===== src/rtl/dp_ram_pkg.sv =====
// Shared types and constants for the dp_ram family of memories.
package dp_ram_pkg;

  typedef enum logic {
    CLEAR = 1'b0,
    READY = 1'b1
  } dp_ram_state_t;

  localparam int RD_LAT_BASE = 1;

endpackage


===== src/rtl/dp_ram_clr_seq.sv =====
// Clear sequencer: walks a zero-write index over the array after reset or on a
// clear request. busy_o stays high until the last word has been written.
module dp_ram_clr_seq
  import dp_ram_pkg::*;
#(
  parameter int CNT_W = 3,
  parameter int DEPTH = 6
) (
  input  logic             clk,
  input  logic             rst,
  input  logic             clr_i,
  output logic             busy_o,
  output logic             zero_we_o,
  output logic [CNT_W-1:0] zero_addr_o
);

  localparam logic [CNT_W-1:0] LAST_IDX = CNT_W'(DEPTH - 1);

  dp_ram_state_t    state_q;
  logic [CNT_W-1:0] clr_idx_q;
  logic             busy_q;

  // FSM: a clear request at any time restarts the walk from index 0
  always_ff @(posedge clk or posedge rst) begin
    if (rst) begin
      state_q   <= CLEAR;
      clr_idx_q <= '0;
      busy_q    <= 1'b1;
    end else if (clr_i) begin
      state_q   <= CLEAR;
      clr_idx_q <= '0;
      busy_q    <= 1'b1;
    end else begin
      case (state_q)
        CLEAR: begin
          if (clr_idx_q == LAST_IDX) begin
            state_q   <= READY;
            clr_idx_q <= '0;
            busy_q    <= 1'b0;
          end else begin
            clr_idx_q <= clr_idx_q + CNT_W'(1);
          end
        end
        READY: begin
          state_q   <= READY;
          clr_idx_q <= '0;
          busy_q    <= 1'b0;
        end
        default: begin
          state_q   <= CLEAR;
          clr_idx_q <= '0;
          busy_q    <= 1'b1;
        end
      endcase
    end
  end

  assign busy_o      = busy_q;
  assign zero_we_o   = busy_q;
  assign zero_addr_o = clr_idx_q;

endmodule


===== src/rtl/dp_ram.sv =====
// Simple dual-port RAM with write-first bypass, range checking and hardware clear.
// Define DP_RAM_OUTREG_EN to add a second output register stage (read latency 2).
module dp_ram
  import dp_ram_pkg::*;
#(
  parameter int DATA_W = 10,
  parameter int ADDR_W = 6,
  parameter int DEPTH  = 6
) (
  input  logic              clk,
  input  logic              rst,
  input  logic              clr,
  output logic              busy,
  input  logic              wr_en,
  input  logic [ADDR_W-1:0] wr_addr,
  input  logic [DATA_W-1:0] wr_data,
  input  logic              rd_en,
  input  logic [ADDR_W-1:0] rd_addr,
  output logic [DATA_W-1:0] rd_data,
  output logic              rd_valid,
  output logic              rd_err
);

  localparam int IDX_W = (DEPTH > 1) ? $clog2(DEPTH) : 1;
`ifdef DP_RAM_OUTREG_EN
  localparam int OUT_STAGES = RD_LAT_BASE + 1;
`else
  localparam int OUT_STAGES = RD_LAT_BASE;
`endif
  localparam logic [ADDR_W:0] DEPTH_C = (ADDR_W + 1)'(DEPTH);

  logic              busy_s;
  logic              zero_we_s;
  logic [IDX_W-1:0]  zero_addr_s;

  dp_ram_clr_seq #(
    .CNT_W (IDX_W),
    .DEPTH (DEPTH)
  ) u_clr_seq (
    .clk         (clk),
    .rst         (rst),
    .clr_i       (clr),
    .busy_o      (busy_s),
    .zero_we_o   (zero_we_s),
    .zero_addr_o (zero_addr_s)
  );

  logic [DATA_W-1:0] mem_q [DEPTH];

  logic              wr_in_s;
  logic              rd_in_s;
  logic              wr_ok_s;
  logic              rd_ok_s;
  logic              mem_we_s;
  logic [IDX_W-1:0]  mem_addr_s;
  logic [DATA_W-1:0] mem_wdata_s;

  // Port qualification; clr and busy both drop any access in this cycle
  always_comb begin
    wr_in_s = ({1'b0, wr_addr} < DEPTH_C);
    rd_in_s = ({1'b0, rd_addr} < DEPTH_C);
    wr_ok_s = wr_en & ~busy_s & ~clr & wr_in_s;
    rd_ok_s = rd_en & ~busy_s & ~clr;
    if (zero_we_s) begin
      mem_we_s    = 1'b1;
      mem_addr_s  = zero_addr_s;
      mem_wdata_s = '0;
    end else begin
      mem_we_s    = wr_ok_s;
      mem_addr_s  = wr_addr[IDX_W-1:0];
      mem_wdata_s = wr_data;
    end
  end

  // Storage array, no reset: contents are defined by the clear sequence
  always_ff @(posedge clk) begin
    if (mem_we_s) begin
      mem_q[mem_addr_s] <= mem_wdata_s;
    end
  end

  logic              s1_vld_d, s1_vld_q;
  logic              s1_err_d, s1_err_q;
  logic [DATA_W-1:0] s1_data_d, s1_data_q;

  // Read capture with write-first bypass on a same-address write
  always_comb begin
    s1_vld_d = rd_ok_s;
    s1_err_d = rd_ok_s & ~rd_in_s;
    if (rd_ok_s && rd_in_s) begin
      if (wr_ok_s && (wr_addr == rd_addr)) begin
        s1_data_d = wr_data;
      end else begin
        s1_data_d = mem_q[rd_addr[IDX_W-1:0]];
      end
    end else begin
      s1_data_d = '0;
    end
  end

  // Request stage: a clear request kills the in-flight read
  always_ff @(posedge clk or posedge rst) begin
    if (rst) begin
      s1_vld_q  <= 1'b0;
      s1_err_q  <= 1'b0;
      s1_data_q <= '0;
    end else if (clr) begin
      s1_vld_q  <= 1'b0;
      s1_err_q  <= 1'b0;
      s1_data_q <= '0;
    end else begin
      s1_vld_q  <= s1_vld_d;
      s1_err_q  <= s1_err_d;
      s1_data_q <= s1_data_d;
    end
  end

  logic [DATA_W-1:0]     out_data_q [OUT_STAGES];
  logic [OUT_STAGES-1:0] out_vld_q;
  logic [OUT_STAGES-1:0] out_err_q;

  // Output stage(s): data only advances on a read so it holds between reads
  always_ff @(posedge clk or posedge rst) begin
    if (rst) begin
      out_vld_q <= '0;
      out_err_q <= '0;
      for (int k = 0; k < OUT_STAGES; k++) begin
        out_data_q[k] <= '0;
      end
    end else if (clr) begin
      out_vld_q <= '0;
      out_err_q <= '0;
      for (int k = 0; k < OUT_STAGES; k++) begin
        out_data_q[k] <= '0;
      end
    end else begin
      out_vld_q[0] <= s1_vld_q;
      out_err_q[0] <= s1_err_q;
      if (s1_vld_q) begin
        out_data_q[0] <= s1_data_q;
      end
      for (int k = 1; k < OUT_STAGES; k++) begin
        out_vld_q[k]  <= out_vld_q[k-1];
        out_err_q[k]  <= out_err_q[k-1];
        out_data_q[k] <= out_data_q[k-1];
      end
    end
  end

  assign busy     = busy_s;
  assign rd_data  = out_data_q[OUT_STAGES-1];
  assign rd_valid = out_vld_q[OUT_STAGES-1];
  assign rd_err   = out_err_q[OUT_STAGES-1];

endmodule


===== config.mk =====
export PLATFORM = sky130hd
export DESIGN_NAME = dp_ram
export DESIGN_NICKNAME = d
export VERILOG_FILES = /design/src/rtl/dp_ram_pkg.sv /design/src/rtl/dp_ram_clr_seq.sv /design/src/rtl/dp_ram.sv
export SDC_FILE = /design/constraint.sdc
export NUM_CORES = 1
export LEC_CHECK = 0
export BUFFER_PORTS_ARGS = -buffer_cell sky130_fd_sc_hd__buf_2
export CAP_MARGIN = 20
export CORE_MARGIN = 10
export CORE_UTILIZATION = 53
export CTS_BUF_LIST = sky130_fd_sc_hd__clkbuf_2
export DETAILED_ROUTE_END_ITERATION = 7
export PLACE_DENSITY = 0.73
export RECOVER_POWER = 25
export SKIP_CTS_REPAIR_TIMING = 1
export SLEW_MARGIN = 20
export SYNTH_ARGS = -nofsm -noshare
export SYNTH_HDL_FRONTEND = slang
export SYNTH_SLANG_ARGS = --single-unit
export TNS_END_PERCENT = 5

===== constraint.sdc =====
create_clock -name clk -period 2.4 [get_ports clk]
set_clock_uncertainty 0.1 [all_clocks]
set_input_delay 0.24 -clock clk [delete_from_list [all_inputs] [get_ports clk]]
set_output_delay 0.24 -clock clk [all_outputs]
set_load 0.1 [all_outputs]

==> metrics.txt, run 1 <==
post-route minimum period 2.16 ns; Synth warnings 0; H-tree Lvls 3; Fillers 510; VDD IR max 0.369 mV; Async SR Flop Fraction about a third; first-pass GRT wire length 11.6 mm; worst-skew pair later-pin latency 0.54 ns; slew margin rel. 36.2%; Least-Margin Pin Slew 0.953 ns; Max Root-Sink Buffers 2; Post-synth EDFFs 60; Tcrit/Tclk final 90.0%; unrepaired setup endpoints after global routing no; Hold Vio Cnt, Final 0; Post-Syn Nets 262; Yosys cell types 42; crit-path max FO 13; Syn-to-layout area delta 15.7%; post-DP HPWL roughly 5 mm; Clk pin slew, worst setup/hold paths 0.23 ns; Multi-input gate area 1150 sq um; Max Freq 463 MHz; status finished clean; Crit Path Class reg2reg; remaining global-route overflow 0; RD Place Congestion 0.922; core area 6870 sq um; IO Count 40; Setup TNS Final 0 ns; largest net degree at the start of global routing 23; ys flop type edfxtp_1; DRC 0; Final Routed Wirelength 7.50 mm; Initial Util 55.0%; Post-Place Cells between 300 and 400; Die W 104 microns; chip height 104 microns; CP Data Required Time 2.47 ns; clock sink count 89; PortBufs 39; Tot GR Track Use 13.6%; power per cell area 645 nW/um^2; CTS tree done; max_cap viols 0; routed vias 2,174; via-per-instance ratio roughly 5.4; Critical Path Source Type flip-flop; antenna violations before repair 1; via count of the first global-routing pass approximately 2,200; Row Count 30; Final #Nets roughly 330; Antenna Nets Post-Route 0; Iter 0 DRT Violations approximately 150; CTS Buf Count 9; Layout Cells excl Fill 402; Avg Cell Area, Syn between 15 and 20 sq um; DR pass1 iterations 4; Synth Register Bits 89; Worst Path Arrival 2.23 ns; Die ar. between 10,000 and 15,000 sq um; share of cells above drive strength 1 approximately a quarter; worst reg-to-reg path cell count 3; Root Buffer clkbuf_2; HP Class in2async; share of the yosys chip area belonging to registers 66.9%; Leak around 1.8 nW; Seq. cell area 2530 sq um; Setup Viol. Count Final 0; element type at the critical path end flip-flop; Max Slew Vio Count 0; Post-Syn Area ~3800 sq um; Gate Count Post-Synth 235; drt wl/cell 18.7 microns
## cells in the final DEF, fill, tap and decap left out, drive strengths merged, types with 9 or more instances in the layout
cell type / count
edfxtp: 60
o21bai: 9
nor2b: 14
mux4: 10
mux2i: 10
mux2: 20
dfrtp: 28
o211a: 9
nor2: 22
dlygate4sd3: 15
buf: 47
clkbuf: 13
## final timing paths
| path | startpoint | end | slack [ns] |
|---|---|---|---|
| setup / recovery | u_clr_seq.busy_o | mem_q[0][0] | 0.24 |
| hold / removal | rst | u_clr_seq.zero_addr_o[0] | 0.09 |
| setup reg to reg | u_clr_seq.busy_o | mem_q[0][0] | 0.24 |
| hold reg to reg | s1_data_q[8] | rd_data[8] | 0.40 |
| max in group asynchronous | rst | s1_data_q[9] | 0.95 |
| min in group clk | rd_addr[4] | s1_data_q[1] | 0.09 |
## cell type report
cell class                 instances  area share (%)
clock buffer                      10            1.14
sequential                        89            57.8
clock inverter                     6            1.89
timing repair buffer              65            9.59
antenna                            1          0.0572
multi-input combinational        131            26.4
inverter                           4           0.343
tap                               96            2.75
## power by group
group | internal (mW) | leakage, nW | switching [mW]
Combinational | 0.125 | 0.715 | 0.150
Clock | 0.344 | 0.0833 | 0.475
Sequential | 1.71 | 0.974 | 0.0202
Total | 2.18 | 1.77 | 0.645
## worst max-delay path, stage by stage (launching register included)
cell and delay, ns:
dfstp_2 0.49, nor2_1 0.22, a32oi_1 0.21, nor2_1 0.76
## Yosys cell counts, types with 2 or more instances
cell type,count,area share (%)
edfxtp_1,60,48
dfrtp_1,28,19
nor2_1,22,2.2
mux2_1,15,4.5
nor2b_1,14,2.3
mux2i_1,10,2.6
mux4_2,10,6.0
o211a_1,9,2.4
o21bai_1,9,1.8
a21oi_1,6,0.79
xnor2_1,5,1.2
inv_1,4,0.40
nor3_1,4,0.53
buf_6,3,0.89
clkbuf_1,3,0.30
mux2_2,3,0.89
nand2_1,3,0.30
mux2_4,2,0.79
nand3_1,2,0.26
## state kept, by name, indices dropped and copies added, names as in the netlist
register,count
mem_q,60
u_clr_seq.busy_o,1
rd_err,1
rd_valid,1
s1_vld_q,1
u_clr_seq.zero_addr_o,3
u_clr_seq.state_q,1
s1_err_q,1
s1_data_q,10
rd_data,10
## metrics by stage
stage / setup slack [ns] / util (%) / hold slack, ns / power (mW) / instance area, sq um
final: 0.241 / 63.6 / 0.0867 / 2.82 / 4370
after global routing: 0.0500 / 63.6 / 0.0763 / 2.95 / 4370
after CTS: 0.180 / 61.5 / -0.460 / 2.83 / 4230
after detailed placement: 0.167 / 59.6 / 0.172 / 2.02 / 4100
after global placement: 0.237 / 59.6 / 0.168 / 2.01 / 4100
after floorplan: 0.0387 / - / 0.217 / 1.92 / 3780
## layer usage
| layer | part of all wire [%] | vias to the layer above | wire length (microns) | track usage, % |
|---|---|---|---|---|
| met5 | 0 | - | 0 | 0 |
| met4 | 2.5 | 0 | 184 | 6.66 |
| met3 | 7.3 | 19 | 548 | 3.16 |
| met2 | 47 | 85 | 3560 | 20.0 |
| met1 | 43 | 1052 | 3210 | 18.3 |
| li1 | - | 1018 | - | - |
## cell families (layout without fill, tap and decap cells)
kind of cell           Yosys count  in the layout  share of synthesized area [%]
multiplexers                    40             40                           14.8
flip-flops                      89             89                           66.9
other                            0              1                              0
buffers and inverters           15             85                           2.55
AND/OR/NAND/NOR                 54             54                           7.75
XOR/XNOR                         5              5                           1.16
AO/OA/AOI/OAI                   32             32                           6.85
Note: power is estimated with default switching activity, not from simulation.
==> inputs of run 2 (changes only) <==
Settings changed: CORE_ASPECT_RATIO from default to 1.5.
==> metrics.txt, run 2 (synthesis gave the netlist of run 1 again) <==
most common cell after layout, fill and taps aside edfxtp_1; share of cells above drive strength 1 between 20% and 30%; via-per-instance ratio 5.71; H-tree Lvls 3; power per cell area approximately 670 nW/um^2; number of flip-flops in the largest register 60; largest net degree at the start of global routing 30; Row Count 37; final worst setup slack just under 0.3 ns; ANT cells 0; Tot GR Track Use 14.5%; IO Count 40; Setup TNS Final 0 ns; Root Buffer clkbuf_2; routed vias 2,180; chip height 123 microns; max_cap viols 0; CTS tree done; first-pass GRT wire length between 10 and 15 mm; worst-skew pair later-pin latency 0.54 ns; Final #Nets approximately 330; Leak 1.77 nW; core area 6900 sq um; DR pass1 iterations 4; Max Freq 474 MHz; Hold Vio Cnt, Final 0; P_int 2.28 mW; Syn-to-layout area delta 15.4%; Initial Util 54.8%; Die W 88.9 microns; via count of the first global-routing pass 2,282; HP Class in2reg; sequential power share 58.9%; met1 wire length 3.05 mm; antenna violations before repair 0; pre-CTS WS 0.175 ns; remaining global-route overflow 0; RD Place Congestion 0.909; Crit Path Class reg2out; metal3 WL 357 microns; element type at the critical path end output port; Top Layer Used met4; Max Slew Vio Count 0; Clk pin slew, worst setup/hold paths 0.21 ns; slew margin rel. between 2 and 3%; most frequent cells in the layout 60 x edfxtp_1, 38 x buf_2, 28 x dfrtp_1; CP Data Required Time 2.06 ns; post-route minimum period about 2.1 ns; Tcrit/Tclk final 88.0%; clock sink count a little under 90; Logic pwr share a little under a tenth; unrepaired setup endpoints after global routing no; post-DP HPWL about 5.0 mm; PortBufs 39; drt wl/cell 19.3 microns; Least-Margin Pin Slew 1.46 ns; Setup Viol. Count Final 0; CTS Buf Count 9; crit-path max FO 11; switching share of power 22.2%; Critical Path Source Type flip-flop; Biggest register mem_q; Clock Power Share a little under a third; Worst Path Arrival about 1.8 ns; net load switching power about 0.65 mW; Iter 0 DRT Violations 187; Die ar. between 10,000 and 15,000 sq um; DRC 0; Antenna Nets Post-Route 0; Final Routed Wirelength 7.37 mm; WL met2 between 3 and 4 mm; VDD IR max 0.421 mV; Max Root-Sink Buffers 2; status finished clean
run 2: cell count changes in the layout (fill, tap and decap cells not counted):
cell,change
nor2_1,-1
buf_4,+1
clkinv_2,-1
bufinv_16,+1
clkinvlp_4,+1
dlygate4sd3_1,-2
clkinv_4,-1
nor2_2,+1
diode_2,-1
run 2: worst max-delay path, cell delays in order (launching register included):
cell and delay, ns:
dfstp_2 0.67, buf_4 0.15, buf_2 0.42
run 2: path summary, 6_finish.rpt:
kind | start | to | slack [ns] | cells past startpoint
max | u_clr_seq.busy_o | busy | 0.29 | 2
min | rd_addr[5] | s1_err_q | 0.13 | 4
max reg2reg | u_clr_seq.busy_o | mem_q[4][8] | 0.29 | 3
min reg2reg | s1_err_q | rd_err | 0.39 | 1
max in group asynchronous | rst | rd_data[3] | 0.75 | 4
min in group asynchronous | rst | s1_data_q[5] | 0.60 | 4
run 2: per-stage QoR:
step	power (mW)	cell area, sq um	instances	hold WS [ns]	util [%]
after floorplan	1.92	3780	235	0.217	-
final	2.93	4360	382	0.130	63.2
after global routing	3.05	4360	382	0.0988	63.2
after detailed placement	2.02	4080	353	0.220	59.2
after global placement	2.02	4080	353	0.216	59.2
after CTS	2.95	4240	369	-0.416	61.4
run 2: metal layers:
layer	up-vias	global-route usage, %
met2	59	23.8
met3	19	2.83
met1	1083	16.6
met4	0	9.88
li1	1019	-
met5	-	0
run 2: area by class of cell:
class / count / area (sq um)
Timing Repair Buffer: 64 / 407
Fill cell: 508 / 2540
Multi-Input combinational cell: 131 / 1160
Clock buffer: 10 / 50.0
Sequential cell: 89 / 2530
Clock inverter: 6 / 106
Inverter: 4 / 15.0
Tap cell: 78 / 97.6
run 2: power groups by stage:
stage	Combinational (mW)	Clock (mW)	Sequential, mW
finish	0.278	0.929	1.73
global route	0.304	1.01	1.73
CTS	0.267	0.955	1.73
detailed placement	0.266	0	1.76
global placement	0.262	0	1.76
floorplan	0.168	0	1.76
==> inputs of run 3 (changes only) <==
Settings changed: CORE_UTILIZATION 53 to 25, PLACE_DENSITY 0.73 to default.
==> metrics.txt, run 3 (synthesis gave the netlist of run 1 again) <==
Die ar. 20,500 sq um; Tot GR Track Use 7.98%; Setup Viol. Count Final 0; failing checks max-capacitance violations, max-slew violations; Worst Path Arrival 2.29 ns; worst reg-to-reg path cell count 2; Syn-to-layout area delta 17.9%; core area 14,900 sq um; element type at the critical path end flip-flop; largest net degree at the start of global routing 30; Crit Path Class reg2reg; unrepaired setup endpoints after global routing no; CP Data Required Time 2.50 ns; Layout Cells excl Fill around 500; Biggest register mem_q; Tcrit/Tclk final 91.4%; HP Class in2reg; crit-path max FO 15; CTS Buf Count 9; via-per-instance ratio 4.38; post-route minimum period 2.19 ns; crit path to mem_q[0][8]; first-pass GRT wire length 12.4 mm; most common cell after layout, fill and taps aside edfxtp_1; Max Slew Vio Count 30; share of cells above drive strength 1 26.8%; Power, Total 2.77 mW; number of flip-flops in the largest register 60; Multi-input gate area 1150 sq um; Hold Vio Cnt, Final 0; via count of the first global-routing pass between 2,000 and 2,500; CTS tree done; Setup TNS Final 0 ns; final worst setup slack 0.206 ns; Seq. cell area 2530 sq um; DRC 0; DR pass1 iterations 4; worst-skew pair later-pin latency 0.57 ns; Antenna Nets Post-Route 0; chip height ~170 microns; ANT cells 0; VDD IR max 0.265 mV; Die W 120 microns; routed vias 2,196; reg2reg end mem_q[0][8]; post-DP HPWL 5.92 mm; Least-Margin Pin Slew between 1.5 and 2 ns; IO Count 40; Final Routed Wirelength 8.12 mm; Critical Path Source Type flip-flop; status finished with violations; max_cap viols 1; worst flop-to-flop path startpoint u_clr_seq.busy_o; Final #Nets 324; R2R Setup Slk 0.21 ns; Initial Util 25.3%; Worst Setup SP u_clr_seq.busy_o; Max Freq 456 MHz; Fillers 1,499; clock sink count 89; Root Buffer clkbuf_2; RD Place Congestion 0.817; Leak 1.75 nW; Iter 0 DRT Violations around 120; power per cell area 621 nW/um^2; pre-CTS WS about 0.14 ns; Max Root-Sink Buffers 2; PortBufs 39; drt wl/cell 16.2 microns; H-tree Lvls 3; most frequent cells in the layout 60 x edfxtp_1, 38 x buf_2, 28 x dfrtp_1; antenna violations before repair 0; Row Count 55; slew margin rel. -3.90%; remaining global-route overflow 0; Post-Place Cells 472; Clk pin slew, worst setup/hold paths ~0.24 ns
[run 3: cell types whose count changed in the layout (fill, tap and decap cells not counted)]
cell,before,now
buf_4,10,8
clkinv_1,1,0
bufinv_16,3,1
nor2_2,1,0
clkinv_4,0,3
nor2_1,21,22
[run 3: critical path, cell delays in order (launching register included)]
cell and delay [ns]:
dfstp_2 0.73, a32oi_1 0.16, nor2_1 0.83
[run 3: worst min-delay path by stage]
stage                     startpoint           endpoint  slack, ns  depth (start not counted)
after floorplan                  rst         rd_data[0]       0.22                          1
after global placement           rst  u_clr_seq.state_q       0.22                          3
after detailed placement         rst  u_clr_seq.state_q       0.23                          3
after CTS                        rst         rd_data[1]      -0.46                          3
after global routing      rd_addr[4]           s1_err_q       0.02                          4
final                     rd_addr[5]           s1_err_q       0.04                          4
[run 3: metrics by stage]
step | cell area (sq um) | hold slack [ns] | util [%]
global route | 4460 | 0.0161 | 29.8
finish | 4460 | 0.0410 | 29.8
global placement | 4220 | 0.219 | 28.2
CTS | 4340 | -0.456 | 29.0
floorplan | 3780 | 0.217 | -
detailed placement | 4220 | 0.225 | 28.2
[run 3: power by group]
part | leakage [nW] | internal, mW | switching, mW
combinational | 0.700 | 0.122 | 0.153
clock | 0.0721 | 0.248 | 0.517
sequential | 0.974 | 1.71 | 0.0201
total | 1.75 | 2.08 | 0.690
[run 3: cell type report]
| class | instances | area share [%] |
|---|---|---|
| Sequential cell | 89 | 56.7 |
| Multi-Input combinational cell | 131 | 25.9 |
| Timing Repair Buffer | 62 | 8.79 |
| Tap cell | 199 | 5.59 |
| Clock inverter | 6 | 1.54 |
| Clock buffer | 10 | 1.12 |
| Inverter | 4 | 0.337 |
[run 3: per-layer routing]
metal	global-route usage [%]	up-vias	wire length, microns
met1	8.14	1117	3210
met4	4.16	0	251
met2	14.2	45	4290
li1	-	1013	-
met3	2.51	21	372
met5	0	-	0
